--- config.mk ---
export PLATFORM = sky130hd
export DESIGN_NAME = pipe_stage_reg
export DESIGN_NICKNAME = d
export VERILOG_FILES = /design/src/rtl/core_pipe_pkg.sv /design/src/rtl/pipe_slot.sv /design/src/rtl/pipe_stage_reg.sv
export SDC_FILE = /design/constraint.sdc
export NUM_CORES = 1
export LEC_CHECK = 0
export BUFFER_PORTS_ARGS = -buffer_cell sky130_fd_sc_hd__buf_2
export CAP_MARGIN = 20
export CORE_UTILIZATION = 48
export DETAILED_ROUTE_END_ITERATION = 8
export GPL_TIMING_DRIVEN = 0
export PLACE_DENSITY = 0.9
export SETUP_SLACK_MARGIN = 0.2
export SLEW_MARGIN = 20
export SYNTH_ARGS = -nofsm -noshare
export SYNTH_HDL_FRONTEND = slang
export SYNTH_SLANG_ARGS = --single-unit
--- constraint.sdc ---
create_clock -name clk -period 4 [get_ports clk]
set_input_delay 0.2 -clock clk [delete_from_list [all_inputs] [get_ports clk]]
set_output_delay 0.2 -clock clk [all_outputs]
set_load 0.01 [all_outputs]
--- src/rtl/core_pipe_pkg.sv ---
// Shared definitions for the ctriscv5 pipeline stage registers.
// Occupancy encodings and default widths used by stages to size their payloads.
package core_pipe_pkg;

  localparam logic [1:0] OCC_EMPTY = 2'd0;
  localparam logic [1:0] OCC_ONE   = 2'd1;
  localparam logic [1:0] OCC_TWO   = 2'd2;

  localparam int unsigned XLEN      = 32;
  localparam int unsigned CSR_IDX_W = 12;

endpackage

--- src/rtl/pipe_slot.sv ---
// One pipeline slot: valid flag, payload and sideband with load / invalidate / hold control.
// Priority: cpurst > ld > inv > hold.
module pipe_slot #(
  parameter int unsigned DATA_W   = 64,
  parameter int unsigned KEEP_W   = 32,
  parameter int unsigned CLR_DATA = 1
) (
  input  logic              clk,
  input  logic              cpurst,
  input  logic              ld,
  input  logic              inv,
  input  logic              keep_ld,
  input  logic              in_valid,
  input  logic [DATA_W-1:0] in_data,
  input  logic [KEEP_W-1:0] in_keep,
  output logic              valid,
  output logic [DATA_W-1:0] data,
  output logic [KEEP_W-1:0] keep
);

  logic              valid_q;
  logic [DATA_W-1:0] data_q;
  logic [KEEP_W-1:0] keep_q;

  always_ff @(posedge clk) begin
    if (cpurst) begin
      valid_q <= 1'b0;
      data_q  <= '0;
      keep_q  <= '0;
    end else if (ld) begin
      valid_q <= in_valid;
      data_q  <= ((CLR_DATA != 0) && !in_valid) ? '0 : in_data;
      keep_q  <= in_keep;
    end else if (inv) begin
      valid_q <= 1'b0;
      if (CLR_DATA != 0) data_q <= '0;
      if (keep_ld) keep_q <= in_keep;
    end
  end

  assign valid = valid_q;
  assign data  = data_q;
  assign keep  = keep_q;

endmodule

--- src/rtl/pipe_stage_reg.sv ---
// Generic pipeline boundary register with valid/ready, bubble, flush, optional skid slot
// and a saturating downstream-stall counter.
module pipe_stage_reg
  import core_pipe_pkg::*;
#(
  parameter int unsigned DATA_W   = 64,
  parameter int unsigned KEEP_W   = 32,
  parameter int unsigned SKID     = 0,
  parameter int unsigned CLR_DATA = 1,
  parameter int unsigned CNT_W    = 16
) (
  input  logic              clk,
  input  logic              cpurst,
  input  logic              up_valid,
  output logic              up_ready,
  input  logic [DATA_W-1:0] up_data,
  input  logic [KEEP_W-1:0] up_keep,
  output logic              dn_valid,
  input  logic              dn_ready,
  output logic [DATA_W-1:0] dn_data,
  output logic [KEEP_W-1:0] dn_keep,
  input  logic              bubble,
  input  logic              flush,
  output logic [1:0]        occ,
  output logic [CNT_W-1:0]  stall_cnt,
  input  logic              stall_cnt_clr
);

  logic              adv;
  logic              xfer;
  logic              main_ld;
  logic              main_inv;
  logic              main_keep_ld;
  logic              main_from_skid;
  logic              main_in_valid;
  logic [DATA_W-1:0] main_in_data;
  logic [KEEP_W-1:0] main_in_keep;
  logic              skid_ld;
  logic              skid_inv;
  logic              skid_valid;
  logic [DATA_W-1:0] skid_data;
  logic [KEEP_W-1:0] skid_keep;
  logic [CNT_W-1:0]  stall_cnt_q;

  assign adv  = !dn_valid || dn_ready;
  assign xfer = up_valid && up_ready;

  // With a skid slot, up_ready derives from a flop only, never from dn_ready.
  if (SKID != 0) begin : g_rdy_skid
    assign up_ready = !skid_valid && !bubble && !cpurst;
  end else begin : g_rdy_direct
    assign up_ready = adv && !bubble && !cpurst;
  end

  always_comb begin
    main_ld        = 1'b0;
    main_inv       = 1'b0;
    main_keep_ld   = 1'b0;
    main_from_skid = 1'b0;
    skid_ld        = 1'b0;
    skid_inv       = 1'b0;
    if (flush) begin
      main_inv     = 1'b1;
      main_keep_ld = adv;
      skid_inv     = 1'b1;
    end else if ((SKID != 0) && skid_valid) begin
      // A held skid entry drains ahead of any bubble.
      if (dn_ready) begin
        main_ld        = 1'b1;
        main_from_skid = 1'b1;
        skid_inv       = 1'b1;
      end
    end else if (bubble) begin
      if (adv) begin
        main_inv     = 1'b1;
        main_keep_ld = 1'b1;
      end
    end else if (SKID == 0) begin
      main_ld = adv;
    end else begin
      if (xfer && adv) begin
        main_ld = 1'b1;
      end else if (xfer) begin
        skid_ld = 1'b1;
      end else if (adv) begin
        main_inv = 1'b1;
      end
    end
  end

  assign main_in_valid = main_from_skid ? skid_valid : up_valid;
  assign main_in_data  = main_from_skid ? skid_data  : up_data;
  assign main_in_keep  = main_from_skid ? skid_keep  : up_keep;

  pipe_slot #(
    .DATA_W   (DATA_W),
    .KEEP_W   (KEEP_W),
    .CLR_DATA (CLR_DATA)
  ) u_main (
    .clk      (clk),
    .cpurst   (cpurst),
    .ld       (main_ld),
    .inv      (main_inv),
    .keep_ld  (main_keep_ld),
    .in_valid (main_in_valid),
    .in_data  (main_in_data),
    .in_keep  (main_in_keep),
    .valid    (dn_valid),
    .data     (dn_data),
    .keep     (dn_keep)
  );

  if (SKID != 0) begin : g_skid
    pipe_slot #(
      .DATA_W   (DATA_W),
      .KEEP_W   (KEEP_W),
      .CLR_DATA (CLR_DATA)
    ) u_skid (
      .clk      (clk),
      .cpurst   (cpurst),
      .ld       (skid_ld),
      .inv      (skid_inv),
      .keep_ld  (1'b0),
      .in_valid (up_valid),
      .in_data  (up_data),
      .in_keep  (up_keep),
      .valid    (skid_valid),
      .data     (skid_data),
      .keep     (skid_keep)
    );
  end else begin : g_no_skid
    logic unused_skid_ctrl;
    assign unused_skid_ctrl = skid_ld | skid_inv;
    assign skid_valid = 1'b0;
    assign skid_data  = '0;
    assign skid_keep  = '0;
  end

  always_comb begin
    occ = OCC_EMPTY;
    if (dn_valid && skid_valid) begin
      occ = OCC_TWO;
    end else if (dn_valid || skid_valid) begin
      occ = OCC_ONE;
    end
  end

  always_ff @(posedge clk) begin
    if (cpurst || stall_cnt_clr) begin
      stall_cnt_q <= '0;
    end else if (dn_valid && !dn_ready && (stall_cnt_q != '1)) begin
      stall_cnt_q <= stall_cnt_q + {{(CNT_W-1){1'b0}}, 1'b1};
    end
  end

  assign stall_cnt = stall_cnt_q;

endmodule

-- After elaboration in Yosys (flattened, before gate mapping)
Index checks and enable logic that the tools add are counted.
- register bits: 113
- output and inout bits: 116
- $add $sub $neg: 1
- mux-type cells: 15
- equal/unequal tests: 1
- reductions and logical operators: 13
- operator list (cell ; number):
    64-bit 2-to-1 mux ; 3
    32-bit 2-to-1 mux ; 3
    16-bit by 1-bit adder with 16-bit output (second input constant) ; 1
    16-bit != test (second input constant) ; 1
    1-bit 2-to-1 mux ; 9
    1-bit logical AND ; 4
    1-bit zero test ; 4
    2-bit nonzero test ; 2
    1-bit logical OR ; 2
    2-bit AND reduction ; 1

-- Longest topological paths before layout
- word-level depth: 8
- gate-level depth with buffers: 7
- depth with buffers taken out: 5

-- Cells and area by module
Synthesis repeated with hierarchy kept, for this count alone.
- cell total of the unflattened synthesis: 545
- area total of the unflattened synthesis: 5034.8 sq um
- by module, submodules not included (module ; area each (sq um) ; times used ; cells each):
    pipe_slot ; 4145.2 ; 1 ; 434
    pipe_stage_reg ; 889.6 ; 1 ; 111

-- Worst setup path after synthesis
Ideal clock, no wire load.
- path kind: register to register
- from: reg stall_cnt_q[0], in the netlist stall_cnt[0]
- to: reg stall_cnt_q[13], in the netlist stall_cnt[13]
- clock period less this slack: 1.718 ns
- setup slack: 2.282 ns
- required time: 3.930 ns
- data arrival time: 1.648 ns
- setup time: 0.070 ns
- cell stages (with the launch flop): 7
- cell sequence: dfxtp_1 ha_1 and2_4 and3_4 buf_6 or4_1 a21oi_1
- cells in the longest elaborated chain, start to end: 2
- elaborated cells between the ends (all ways): 3
- classes of those cells: 1 x add/sub; 1 x eq/ne; 1 x reduce/logical
- RTL lines (what ; line ; source):
    start: declaration ; pipe_stage_reg.sv:43 ; logic [CNT_W-1:0] stall_cnt_q;
    start signal: assignment ; pipe_stage_reg.sv:152 ; stall_cnt_q <= stall_cnt_q + {{(CNT_W-1){1'b0}}, 1'b1};
    branches (longest 2 deep; another with 16-bit by 1-bit adder with 16-bit output) ; -- ;
Several ways; the timed one is not identified.
A chain may end at the register's enable or synchronous reset.

-- Worst setup path after layout
- from: reg u_main.valid_q, in the netlist u_main.valid
- to: out up_ready
- cells in the longest elaborated chain, start to end: 4
- RTL lines (what ; line ; source):
    start: declaration ; pipe_slot.sv:21 ; logic valid_q;
    start signal: assignment ; pipe_slot.sv:31 ; valid_q <= in_valid;
    1-bit zero test ; pipe_stage_reg.sv:45 ; assign adv = !dn_valid || dn_ready;
    1-bit logical OR ; pipe_stage_reg.sv:45 ;
    1-bit logical AND (2 in a row) ; pipe_stage_reg.sv:52 ; assign up_ready = adv && !bubble && !cpurst;
    end: declaration ; pipe_stage_reg.sv:15 ; output logic up_ready,
Every way passes these cells.

==> run metrics <==
H-tree depth 4; Port Buf Inserts 217; Area growth syn-to-layout 65.9%; Initial Util 0.500; Clock Tree Buf Depth 2; Post-Route WL 16500 um; global route overflow 0; top-area cell type share of the netlist area 0.548; Hold Path Class primary input to flop; Max-Cap Viols 0; Mapped Area 4130 sq um; DRT antenna net count 0; DRT Pass-1 Iters 5; Final Max Tran Viols 0; crit path max fanout 10; CP Capture Type primary output; P_leak 0.00320 uW; P per Cell Area 418 nW/um^2; Fillers 436; die area 8970 sq um; post-synthesis sequential area ratio 0.548; hold_buf cts 94; crit share post-route 0.536; arrival time worst endpoint 1.94 ns; Post-synth ARST share 0; initial antenna violation count 0; sequential power share 0.410; worst vdd ir 0.000362 V; switching power 712 uW; Clk pin slew, worst setup/hold paths 0.06 ns; crit path launch type flop; Wirelength per Cell 18.2 um; Final Hold Slack 0.0214 ns; root buffer cell clkbuf_8; switching share of power 0.249; compound-cell area share of the yosys netlist 0.199; post-synth top area cell dfxtp_1; Post-CTS Setup Inserts 0; RSZ-0062 raised after global routing false; Post-synth EDFFs 0; num ports 219; first-pass GRT wire length 24600 um; Hold Vio Cnt, Final 0; drt first-iter violations 267; Rel. slew slack 0.592; Residual DRC 0; Post-Synth Simple-Gate Area 0.200; Synth cell types 41; vias in the first global route 5070; gr usage total 0.363; Fmax 0.466 GHz; Comb power frac 0.095; via count 5113; Setup CP Type flop to primary output; P_int 2150 uW; num rows 33; Num CTS Buffers 17; Clock Latency Late Sink 0.49 ns; Die X 94.7 um; worst slew pin tran 0.613 ns; mux cell area share after synthesis 0.00485; setup_tns 0 ns; Sink Count 113; post-synth net total 562; # diodes 0; fraction of layout cells with a size suffix above 1 0.336; Synth area leaders dfxtp_1, a22oi_1, nand2_1; min Tclk post-route 2.14 ns; CTS resizes 0; core box area 8260 sq um; Clk network pwr share 0.495; Die Span Y 94.7 um; largest family of logic cells by synthesized area simple AND/OR/NAND/NOR gates; CTS tree yes; pin count of the biggest net entering global routing 17; Top FF cell, synth dfxtp_1; Post-DP HPWL 8960 um; Critical Path RT 3.80 ns; Nets 892; Synth Area in XOR/XNOR 0; Placed Area 5340 sq um; synthesized flop and latch total 113; Final setup viols 0; Avg Vias per Cell 5.64; synth warn 0; Final Skew 0.0104 ns; Synth Area in Adders 0.00303; Synth Area per Inst 9.01 sq um; RePlAce Congestion 0.798; Syn Inst Count 458; status finished, final reports clean; final instance area 6840 sq um
## cell usage in the layout, fill, tap and decap left out, types with 2 or more instances in the layout
cell	instances
and4_1	4
mux2i_1	2
dlygate4sd3_1	94
nand3_1	2
a21oi_1	42
clkbuf_8	2
nand2_1	73
or3_1	6
buf_1	4
buf_4	3
o41ai_1	3
clkinvlp_4	7
nor2_1	70
nand4_4	2
o31ai_1	4
or4_1	4
o21a_1	2
o21ai_0	3
clkbuf_1	22
nand4_1	3
buf_6	2
inv_6	4
clkbuf_16	16
buf_2	224
nor3_1	4
a22oi_1	64
dfxtp_1	113
## synth_stat cells, types with 4 or more instances
cell / number
nand2_1: 73
a22oi_1: 64
nor2_1: 70
a21oi_1: 42
or4_1: 4
clkbuf_1: 22
dfxtp_1: 113
o31ai_1: 4
or3_1: 6
buf_2: 7
nor3_1: 4
and4_1: 4
buf_1: 4
## cells by family after synthesis
family                   count (synthesis)
AO/OA/AOI/OAI                          123
adder cells (fa/ha/maj)                  1
AND/OR/NAND/NOR                        179
multiplexers                             2
buffers and inverters                   39
flip-flops                             113
other                                    1
## power groups by stage
| stage | logic, uW | clock network [uW] | registers [uW] |
|---|---|---|---|
| CTS | 254 | 1410 | 1170 |
| floorplan | 66.7 | 0 | 1210 |
| global placement | 176 | 0 | 1190 |
| finish | 271 | 1420 | 1170 |
| global route | 289 | 1470 | 1180 |
| detailed placement | 182 | 0 | 1200 |
## through the flow
| stage | total power, uW | utilization | setup slack, ns | std cells |
|---|---|---|---|---|
| 6_report | 2860 | 0.829 | 1.86 | 906 |
| 5_1_grt | 2930 | 0.829 | 1.68 | 906 |
| 4_1_cts | 2840 | 0.829 | 1.82 | 906 |
| 3_5_place_dp | 1380 | 0.647 | 2.14 | 780 |
| 3_3_place_gp | 1370 | 0.647 | 2.18 | 780 |
| 2_1_floorplan | 1280 | - | 2.28 | 458 |
## cell type report
class / instances / area (sq um) / share of cell area
clock buffers: 18 / 428 / 0.0625
multi-input cells: 306 / 1680 / 0.246
clock inverters: 14 / 131 / 0.0192
well taps: 105 / 131 / 0.0192
flip-flops and latches: 113 / 2260 / 0.331
inverters: 1 / 3.75 / 0.000548
repair buffers: 311 / 2030 / 0.296
plain buffers: 38 / 178 / 0.0260
## final timing paths
check	slack [ns]	cells after the start	endpoint	startpoint
setup / recovery	1.86	5	up_ready	u_main.valid
hold / removal	0.02	3	stall_cnt[9]	stall_cnt_clr
setup reg to reg	1.93	7	u_main.data[24]	u_main.valid
hold reg to reg	0.45	2	u_main.keep[24]	u_main.keep[24]
## critical path: stages, from the launching register on
cell and delay (ns):
dfxtp_1 0.42, nor2b_1 0.14, buf_2 0.25, buf_1 0.41
nor3_1 0.08, buf_2 0.17
## routing by layer
| layer | up-vias | GRT usage | wire, um |
|---|---|---|---|
| met1 | 2381 | 0.371 | 5820 |
| met3 | 96 | 0.104 | 1400 |
| met2 | 359 | 0.650 | 8330 |
| met4 | 0 | 0.218 | 952 |
| met5 | - | 0 | 0 |
| li1 | 2277 | - | - |
## flip-flops by register name, summed over array words and instances, names as in the netlist
name and cells:
u_main.valid 1, stall_cnt 16, u_main.data 64, u_main.keep 32
No activity file was read; power rests on OpenSTA's default activity.
